File: src/rtl/hand_shake_skid_pkg.sv
// Shared types for the hand_shake_skid skid buffer: FSM state encoding,
// occupancy width and the state-to-level decode.
package hs_pkg;

  typedef enum logic [1:0] {HS_EMPTY, HS_BUSY, HS_FULL} hs_state_t;

  localparam int HS_LVL_W = 2;

  // Number of beats held in a given state.
  function automatic logic [HS_LVL_W-1:0] hs_level(input hs_state_t s);
    case (s)
      HS_BUSY: return 2'd1;
      HS_FULL: return 2'd2;
      default: return 2'd0;
    endcase
  endfunction

endpackage

File: src/rtl/hand_shake_skid_if.sv
// Valid/ready stream bundle around the skid buffer: upstream side
// (din/din_vld/rdy_o), downstream side (dout/vld_o/rdy_i) and occupancy.
// slave = the skid stage itself, master = the environment driving it.
interface hand_shake_skid_if #(parameter int WIDTH = 8);
  import hs_pkg::*;

  logic [WIDTH-1:0]    din;
  logic                din_vld;
  logic                rdy_o;
  logic [WIDTH-1:0]    dout;
  logic                vld_o;
  logic                rdy_i;
  logic [HS_LVL_W-1:0] level;

  modport slave  (input  din, din_vld, rdy_i,
                  output rdy_o, dout, vld_o, level);
  modport master (output din, din_vld, rdy_i,
                  input  rdy_o, dout, vld_o, level);

endinterface

File: src/rtl/hand_shake_skid_sat_cnt.sv
// Saturating up-counter with synchronous clear; clear has priority over
// increment. Used for the optional skid-buffer performance counters.
module hs_sat_cnt #(
  parameter int CNT_W = 16
) (
  input  logic             clk,
  input  logic             rst_n,
  input  logic             inc,
  input  logic             clr,
  output logic [CNT_W-1:0] cnt
);

  // Count up on inc, stick at all-ones, clear wins.
  always_ff @(posedge clk) begin
    if (!rst_n) begin
      cnt <= '0;
    end else if (clr) begin
      cnt <= '0;
    end else if (inc && (cnt != '1)) begin
      cnt <= cnt + CNT_W'(1);
    end
  end

endmodule

File: src/rtl/hand_shake_skid.sv
// hand_shake_skid: backward-registered valid/ready stage (skid buffer).
// rdy_o, vld_o, dout and level are all flop outputs; the rdy_i -> rdy_o
// path is cut while sustaining one beat per clock.
// Optional perf counters (xfer_cnt, stall_cnt, cnt_clr) exist only when
// HS_SKID_PERF_EN is defined.
module hand_shake_skid
  import hs_pkg::*;
#(
  parameter int WIDTH = 8,
  parameter int CNT_W = 16
) (
  input  logic             clk,
  input  logic             rst_n,
  hand_shake_skid_if.slave bus
`ifdef HS_SKID_PERF_EN
  ,
  input  logic             cnt_clr,
  output logic [CNT_W-1:0] xfer_cnt,
  output logic [CNT_W-1:0] stall_cnt
`endif
);

  hs_state_t           state, state_nx;
  logic [WIDTH-1:0]    main_q, skid_q;
  logic                rdy_q, vld_q;
  logic [HS_LVL_W-1:0] lvl_q;
  logic                acc, dlv;
  logic                main_ld, main_from_skid, skid_ld;

  assign acc = bus.din_vld & rdy_q;
  assign dlv = vld_q & bus.rdy_i;

  // Next-state and storage-load decode.
  always_comb begin
    state_nx       = state;
    main_ld        = 1'b0;
    main_from_skid = 1'b0;
    skid_ld        = 1'b0;
    case (state)
      HS_EMPTY: begin
        if (acc) begin
          state_nx = HS_BUSY;
          main_ld  = 1'b1;
        end
      end
      HS_BUSY: begin
        if (acc && !dlv) begin
          state_nx = HS_FULL;
          skid_ld  = 1'b1;
        end else if (dlv && !acc) begin
          state_nx = HS_EMPTY;
        end else if (acc && dlv) begin
          main_ld  = 1'b1;
        end
      end
      HS_FULL: begin
        if (dlv) begin
          state_nx       = HS_BUSY;
          main_ld        = 1'b1;
          main_from_skid = 1'b1;
        end
      end
      default: state_nx = HS_EMPTY;
    endcase
  end

  // State plus handshake/occupancy flags, each registered from next state
  // so every output comes straight off a flop.
  always_ff @(posedge clk) begin
    if (!rst_n) begin
      state <= HS_EMPTY;
      rdy_q <= 1'b0;
      vld_q <= 1'b0;
      lvl_q <= '0;
    end else begin
      state <= state_nx;
      rdy_q <= (state_nx != HS_FULL);
      vld_q <= (state_nx != HS_EMPTY);
      lvl_q <= hs_level(state_nx);
    end
  end

  // Main (output) and skid (overflow) data registers.
  always_ff @(posedge clk) begin
    if (!rst_n) begin
      main_q <= '0;
      skid_q <= '0;
    end else begin
      if (main_ld) main_q <= main_from_skid ? skid_q : bus.din;
      if (skid_ld) skid_q <= bus.din;
    end
  end

  assign bus.rdy_o = rdy_q;
  assign bus.vld_o = vld_q;
  assign bus.dout  = main_q;
  assign bus.level = lvl_q;

`ifdef HS_SKID_PERF_EN
  hs_sat_cnt #(.CNT_W(CNT_W)) u_xfer_cnt (
    .clk   (clk),
    .rst_n (rst_n),
    .inc   (dlv),
    .clr   (cnt_clr),
    .cnt   (xfer_cnt)
  );

  hs_sat_cnt #(.CNT_W(CNT_W)) u_stall_cnt (
    .clk   (clk),
    .rst_n (rst_n),
    .inc   (vld_q & ~bus.rdy_i),
    .clr   (cnt_clr),
    .cnt   (stall_cnt)
  );
`endif

endmodule

File: src/flat_wrapper.sv
// flat-port wrapper written by rule: the top's interface ports become plain ports
module hand_shake_skid_flat import hs_pkg::*;
#(
  parameter int WIDTH = 8,
  parameter int CNT_W = 16
)
  (clk, rst_n, bus_din, bus_din_vld, bus_rdy_i, bus_rdy_o, bus_dout, bus_vld_o, bus_level);
  hand_shake_skid_if #(.WIDTH(WIDTH)) bus_i ();
  input  logic clk;
  input  logic rst_n;
  input wire logic [$bits(bus_i.din)-1:0] bus_din;
  input wire logic [$bits(bus_i.din_vld)-1:0] bus_din_vld;
  input wire logic [$bits(bus_i.rdy_i)-1:0] bus_rdy_i;
  output wire logic [$bits(bus_i.rdy_o)-1:0] bus_rdy_o;
  output wire logic [$bits(bus_i.dout)-1:0] bus_dout;
  output wire logic [$bits(bus_i.vld_o)-1:0] bus_vld_o;
  output wire logic [$bits(bus_i.level)-1:0] bus_level;
  assign bus_i.din = bus_din;
  assign bus_i.din_vld = bus_din_vld;
  assign bus_i.rdy_i = bus_rdy_i;
  assign bus_rdy_o = bus_i.rdy_o;
  assign bus_dout = bus_i.dout;
  assign bus_vld_o = bus_i.vld_o;
  assign bus_level = bus_i.level;
  hand_shake_skid #(.WIDTH(WIDTH), .CNT_W(CNT_W)) u_core (.clk(clk), .rst_n(rst_n), .bus(bus_i));
endmodule
File: config.mk
export PLATFORM = sky130hd
export DESIGN_NAME = hand_shake_skid_flat
export DESIGN_NICKNAME = d
export VERILOG_FILES = /design/src/rtl/hand_shake_skid_pkg.sv /design/src/rtl/hand_shake_skid_if.sv /design/src/rtl/hand_shake_skid_sat_cnt.sv /design/src/rtl/hand_shake_skid.sv /design/src/flat_wrapper.sv
export SDC_FILE = /design/constraint.sdc
export NUM_CORES = 1
export LEC_CHECK = 0
export ABC_AREA = 1
export ABC_CLOCK_PERIOD_IN_PS = 1300
export BUFFER_PORTS_ARGS = -buffer_cell sky130_fd_sc_hd__buf_2
export CAP_MARGIN = 10
export CORE_MARGIN = 3
export CORE_UTILIZATION = 50
export DETAILED_ROUTE_END_ITERATION = 8
export PLACE_DENSITY = 0.72
export SLEW_MARGIN = 40
export SYNTH_ARGS = -nofsm -noshare
export SYNTH_HDL_FRONTEND = slang
export SYNTH_HIERARCHICAL = 1
export SYNTH_SLANG_ARGS = --single-unit
File: constraint.sdc
create_clock -name clk -period 1.3 [get_ports clk]
set_input_delay 0.065 -clock clk [delete_from_list [all_inputs] [get_ports clk]]
set_output_delay 0.065 -clock clk [all_outputs]
set_load 0.02 [all_outputs]
==> flow_summary.yaml, run 1 <==
cts:
  path_clk_slew_ns: 0.11
  cts_setup_buffers: 0
  htreeDepth: 1
  clock_sinks: 22
  clk_latency_ns: 0.30
  cts_buffer_depth: 2
  numCtsBuffers: 3
  tritoncts: "built"
  cts_root_buf: "clkbuf_4"
logic_synthesis:
  synthDominantCellAreaShare_pct: 45.4
  synth-compound-area-share_pct: 5.03
  synth_nets: 157
  synth.yosys.warnings: 6
  synthMuxAreaShare_pct: 0
  synth_common_cells: "35 x nand2_1, 35 x nor2_1, 22 x dfxtp_1, 19 x nand3_1, 14 x inv_1"
  yosys-top-cells-area: "dfxtp_1 45%, nand2_1 14%, nor2_1 14%, nand3_1 9.8%, inv_1 5.4%"
  synth-xor-area-share_pct: 0
  synth_cells: 145
  yosys_most_used_dff: "dfxtp_1"
  synth-adder-area-share_pct: 0
  synth_edf_count: 0
  synth-async-reset-ratio_pct: 0
  yosysUniqueCellTypes: 13
  synth_top_family_by_area: "simple AND/OR/NAND/NOR gates"
  yosysSeqAreaShare_pct: 45.4
  syn_area_sq_um: 970
  ys_ff_latch: 22
  avgSynthCellArea_sq_um: 6.69
  synth-simple-area-share_pct: 40.9
  yosys.area.top_type: "dfxtp_1"
global_route:
  antenna_found_initial: 0
  track_usage_pct: 18.1
  overflow: 0
  grt_max_degree: 20
  first_global_vias: 800
  grt_pass1_wl_mm: 3.40
route:
  drc: 0
  via_per_inst: 4.74
  drt-initial-drc-count: 15
  wl_per_cell_um: 10.3
  first_pass_iters: 4
  ant_nets: 0
  route.vias.total: 930
  routed_wl_mm: 2.02
timing:
  setup_violations: 0
  worst_hold_slack_ns: 0.0147
  timing.final.crit_period_ns: 1.20
  post-route-period-util_pct: 92.1
  hold_viol: 0
  max_freq_mhz: 835
  max_slew_margin_pct: 78.1
  final.setup.tns_ns: 0
  skew_ns: 0.00328
  maxSlewViolCount: 0
  setup_ws_ns: 0.103
  worst_pin_slew_ns: 0.328
placement:
  dp_hpwl_mm: 1.45
  dpl.cell_count: 191
  io_buffer_count: 23
  gp_congestion: 0.761
  post-place-ws_ns: 0.0192
worst_hold_path:
  holdPathEnd: "u_core/skid_q[4]"
  min_from: "bus_din[4]"
  hold_path_class: "in -> reg"
  whs_path_depth: 3
critical_path:
  cp-end-kind: "flip-flop"
  required_ns: 1.51
  r2r_slack_ns: 0.10
  criticalPathCategory: "reg -> reg"
  cp_slowest_cell: "dfxtp_2"
  reg2reg_from: "u_core/state[1]"
  r2r_end: "u_core/bus.dout[2]"
  cp-start-kind: "flip-flop"
  critPathMaxFanout: 16
  cp_slowest_stage_delay_ns: 0.38
  path_cells: "inv_2 -> nor2_8 -> nand2_4 -> nand2_1 -> nand2_1 -> nor2_1 -> nor2_1"
  cp.arrival_ns: 1.40
  rr_worst_depth: 7
pwr:
  seqPwrFrac_pct: 57.1
  power_switching_uw: 381
  power.density_nw_per_um2: 1120
  clock_power_share_pct: 22.8
  pwr-share-comb_pct: 20.1
  p_int_uw: 923
  switching_share_pct: 29.2
  p_leak_nw: 0.659
  vdd_drop_max_mv: 0.673
layout:
  num_antenna_cells: 0
  instances_no_fill: 196
  fin_nets: 185
  nFillCells: 176
  drive_above_1_share_pct: 23.4
  syn2layout_area_growth_pct: 20.4
floorplanning:
  die_height_um: 50.0
  ios: 24
  coreArea_sq_um: 1780
  die_w_um: 50.0
  die_area_sq_um: 2500
  start_util_pct: 54.4
  num_rows: 15
outcome:
  status: "finished clean"
run:
  cap_violations: 0
flip-flops by register name, summed over array words and instances, names as in the netlist:
name              flops
u_core/state          2
u_core/bus.rdy_o      1
u_core/bus.dout       8
u_core/bus.level      2
u_core/skid_q         8
u_core/bus.vld_o      1
layout by cell type (no fill, tap or decap):
cell type / synthesis / final
inv_2: 4 / 4
buf_2: 1 / 23
buf_4: 1 / 1
dlygate4sd3_1: 0 / 2
o21ai_1: 8 / 8
nand2_2: 3 / 2
nor2_1: 35 / 34
nand2_1: 35 / 34
nand2_4: 0 / 2
nor2_2: 0 / 1
nand3_1: 19 / 19
a21oi_2: 1 / 1
dfxtp_1: 22 / 20
inv_1: 14 / 14
dfxtp_2: 0 / 2
clkbuf_4: 0 / 3
nor2_8: 1 / 1
layer usage:
metal  part of all wire, %  vias up  GRT usage (%)
met5                     0        -              0
met1                    49      399           23.3
met2                    44       29           28.0
met3                   5.3        4           3.63
met4                   1.7        0           9.68
li1                      -      498              -
worst max-delay path by stage:
stage,from,endpoint,slack (ns),depth (start not counted)
4_1_cts,u_core/state[1],u_core/bus.dout[2],0.004,7
6_report,u_core/state[1],u_core/bus.dout[2],0.10,7
5_1_grt,u_core/bus.rdy_o,u_core/bus.dout[0],-0.02,6
3_5_place_dp,u_core/state[1],u_core/bus.dout[1],0.02,7
3_3_place_gp,u_core/state[1],u_core/bus.dout[2],0.03,7
2_1_floorplan,u_core/bus.vld_o,u_core/bus.dout[2],0.07,8
what timing repair did:
| item | 4_1_cts | 5_1_grt |
|---|---|---|
| hold endpoints to repair | 2 | 0 |
| endpoints found under the setup margin | 0 | 19 |
| hold buffers | 2 | 0 |
| resized for setup | 0 | 5 |
cell families after synthesis:
family                 Yosys count
AND/OR/NAND/NOR                 93
flip-flops                      22
buffers and inverters           21
AO/OA/AOI/OAI                    9
worst max-delay path, delay by kind of cell (launching register included):
kind / cells / cell delay (ns)
buffers and inverters: 1 / 0.08
DFF: 1 / 0.38
and+or+nand+nor: 6 / 0.65
power groups by stage:
| stage | logic [mW] | registers, mW | clock network, mW |
|---|---|---|---|
| after floorplan | 0.134 | 0.800 | 0 |
| after global placement | 0.249 | 0.758 | 0 |
| after detailed placement | 0.253 | 0.761 | 0 |
| after CTS | 0.258 | 0.745 | 0.321 |
| after global routing | 0.293 | 0.751 | 0.353 |
| final | 0.262 | 0.745 | 0.298 |
layout make-up:
cell class	instances	area [sq um]	area share (%)
clock buffer	3	22.5	1.93
timing repair buffer	26	143	12.2
inverter	18	67.6	5.79
tap	25	31.3	2.68
sequential	22	443	37.9
multi-input combinational	102	460	39.4
through the flow:
stage                     area (sq um)  power [mW]  util, %
after floorplan                    971       0.934        -
after global placement            1110        1.01     62.2
after detailed placement          1110        1.01     62.2
after CTS                         1150        1.32     64.6
after global routing              1170        1.40     65.5
final                             1170        1.30     65.5
(Power assumes the default switching activity.)
==> inputs of run 2 (changes only) <==
--- a/config.mk
+++ b/config.mk
@@ -5,14 +5,14 @@
 export SDC_FILE = /design/constraint.sdc
 export NUM_CORES = 1
 export LEC_CHECK = 0
-export ABC_AREA = 1
+export ABC_AREA = 0
 export ABC_CLOCK_PERIOD_IN_PS = 1300
 export BUFFER_PORTS_ARGS = -buffer_cell sky130_fd_sc_hd__buf_2
 export CAP_MARGIN = 10
 export CORE_MARGIN = 3
 export CORE_UTILIZATION = 50
 export DETAILED_ROUTE_END_ITERATION = 8
-export PLACE_DENSITY = 0.72
+export PLACE_DENSITY_LB_ADDON = 0.1
 export SLEW_MARGIN = 40
 export SYNTH_ARGS = -nofsm -noshare
 export SYNTH_HDL_FRONTEND = slang
==> run 2 against run 1 <==
  * Non-clock buffer count increased by 2
  * Via count down 21%
  * Power shrank 2.8%
  * Clock power is 1% lower
  * Global-route usage shrank 1.5 points
  * Routed wire length is 7.3% lower
  * Register-to-register slack worse by 0.09 ns
  * Fmax down 6.8%
  * Sequential power is essentially flat
  * Largest cell class unchanged
==> flow_summary.yaml, run 2 <==
outcome:
  status: "finished clean"
cts:
  clock_sinks: 22
  path_clk_slew_ns: 0.11
  clk_latency_ns: 0.30
  cts_root_buf: "clkbuf_4"
  tritoncts: "built"
  cts_buffer_depth: 2
  numCtsBuffers: 3
  hold_buffers: 0
  htreeDepth: 1
critical_path:
  startpoint: "u_core/state[0]"
  cp.arrival_ns: 1.48
  reg2reg_from: "u_core/state[0]"
  cp_slowest_cell: "dfxtp_2"
  criticalPathCategory: "reg -> reg"
  critPathMaxFanout: 16
  cp-start-kind: "flip-flop"
  cp-end-kind: "flip-flop"
  required_ns: 1.50
  cp_slowest_stage_delay_ns: 0.37
  path_cells: "nand4b_1 -> buf_4 -> o211ai_4 -> buf_12 -> nand2_1 -> o211a_1"
placement:
  dp_hpwl_mm: 1.34
  io_buffer_count: 23
  dpl.cell_count: 136
  gp_congestion: 0.764
route:
  ant_nets: 0
  via_per_inst: 5.26
  routed_wl_mm: 1.87
  first_pass_iters: 3
  drt-initial-drc-count: 2
  drc: 0
  route.vias.total: 737
  wl_per_cell_um: 13.4
pwr:
  vdd_drop_max_mv: 0.889
  p_leak_nw: 0.667
  clock_power_share_pct: 23.2
  p_int_uw: 930
  pwr-share-comb_pct: 18.3
  power.density_nw_per_um2: 1090
  seqPwrFrac_pct: 58.6
  power_switching_uw: 337
  switching_share_pct: 26.6
timing:
  hold_viol: 0
  maxSlewViolCount: 0
  setup_violations: 0
  worst_hold_slack_ns: 0.0366
  max_slew_margin_pct: 77.9
  skew_ns: 0.00420
  timing.final.crit_period_ns: 1.28
  rsz0062_at_grt: "yes"
  post-route-period-util_pct: 98.8
  worst_pin_slew_ns: 0.332
  max_freq_mhz: 779
logic_synthesis:
  synth_nets: 100
  synth_cells: 88
  syn_area_sq_um: 957
  synth_common_cells: "22 x dfxtp_1, 16 x mux2i_1, 12 x nand2_1, 9 x nor2b_1, 8 x o211a_1"
  synth_edf_count: 0
  synth.yosys.warnings: 6
  synth-async-reset-ratio_pct: 0
  yosys.area.top_type: "dfxtp_1"
  yosys-top-cells-area: "dfxtp_1 46%, mux2i_1 17%, o211a_1 8.4%, nor2b_1 5.9%, nand2_1 4.7%"
  yosys_most_used_dff: "dfxtp_1"
  avgSynthCellArea_sq_um: 10.9
  ys_ff_latch: 22
  yosysSeqAreaShare_pct: 46.0
  synthDominantCellAreaShare_pct: 46.0
  synth.most_common_cell: "dfxtp_1"
  yosysUniqueCellTypes: 19
global_route:
  first_global_vias: 733
  track_usage_pct: 16.6
  antenna_found_initial: 0
  overflow: 0
  grt_pass1_wl_mm: 3.06
  grt_max_degree: 23
floorplanning:
  die_w_um: 49.8
  die_area_sq_um: 2480
  ios: 24
  start_util_pct: 54.3
  num_rows: 15
  die_height_um: 49.8
  coreArea_sq_um: 1760
layout:
  fin_nets: 129
  drive_above_1_share_pct: 34.8
  layout_commonest_cell: "buf_2"
  post-route-util_pct: 65.7
  layout_common_cells: "23 x buf_2, 18 x dfxtp_1, 16 x mux2i_1"
  num_antenna_cells: 0
  instances_no_fill: 140
  syn2layout_area_growth_pct: 21.0
worst_hold_path:
  min_from: "bus_din[5]"
  hold_path_class: "in -> reg"
run:
  cap_violations: 0
## run 2: cell types whose count changed after synthesis, sizes merged, moves of 2 or more
| cell | change |
|---|---|
| nand2 | -26 |
| and2 | +2 |
| inv | -18 |
| nand3 | -17 |
| mux2i | +16 |
| nor2 | -36 |
| nor2b | +9 |
| o21a | +3 |
| o211a | +8 |
| a21oi | +3 |
| o21ai | -8 |
## run 2: worst paths after layout
path | to | slack [ns] | cells past startpoint
setup / recovery | u_core/bus.dout[1] | 0.02 | 6
hold / removal | u_core/skid_q[5] | 0.04 | 3
setup reg to reg | u_core/bus.dout[1] | 0.02 | 6
hold reg to reg | u_core/bus.dout[4] | 0.50 | 1
## run 2: cells by family after synthesis
group | share of synthesized area, %
DFF | 46.0
AOI/OAI and AO/OA | 15.0
and+or+nand+nor | 18.7
buffers and inverters | 3.53
muxes | 16.7
## run 2: worst max-delay path, delay by kind of cell, from the launching register on
kind | cells | cell delay (ns)
DFF | 1 | 0.37
buffers and inverters | 2 | 0.34
and+or+nand+nor | 2 | 0.28
AOI/OAI and AO/OA | 2 | 0.19
## run 2: what timing repair did
action / in CTS / in global routing
setup endpoints to repair: 15 / 16
setup buffers: 1 / 0
pin swaps: 1 / 0
resized for setup: 2 / 2
## run 2: cell type report
type / instances / area, sq um
tap: 25 / 31.3
clock buffer: 3 / 22.5
timing repair buffer: 28 / 169
sequential: 22 / 445
fill: 154 / 606
multi-input combinational: 62 / 490
## run 2: per-layer routing
layer | wire length [um] | global-route usage (%) | vias up
met3 | 69 | 3.93 | 2
met5 | 0 | 0 | -
met1 | 838 | 18.0 | 353
met2 | 946 | 29.3 | 12
li1 | - | - | 370
met4 | 17 | 9.22 | 0
## run 2: power by group through the flow
stage	logic, mW	registers (mW)	clock network [mW]
2_1_floorplan	0.107	0.795	0
3_3_place_gp	0.213	0.754	0
3_5_place_dp	0.218	0.756	0
4_1_cts	0.234	0.742	0.310
5_1_grt	0.251	0.747	0.334
6_report	0.231	0.742	0.294
## run 2: through the flow
stage | power [mW] | cell area (sq um) | setup TNS, ns | setup WS [ns]
floorplan | 0.902 | 960 | 0 | 0.0424
global placement | 0.967 | 1100 | 0 | 0.00363
detailed placement | 0.974 | 1100 | -0.261 | -0.0503
CTS | 1.29 | 1150 | 0 | 0.0173
global route | 1.33 | 1160 | -0.313 | -0.0492
finish | 1.27 | 1160 | 0 | 0.0161
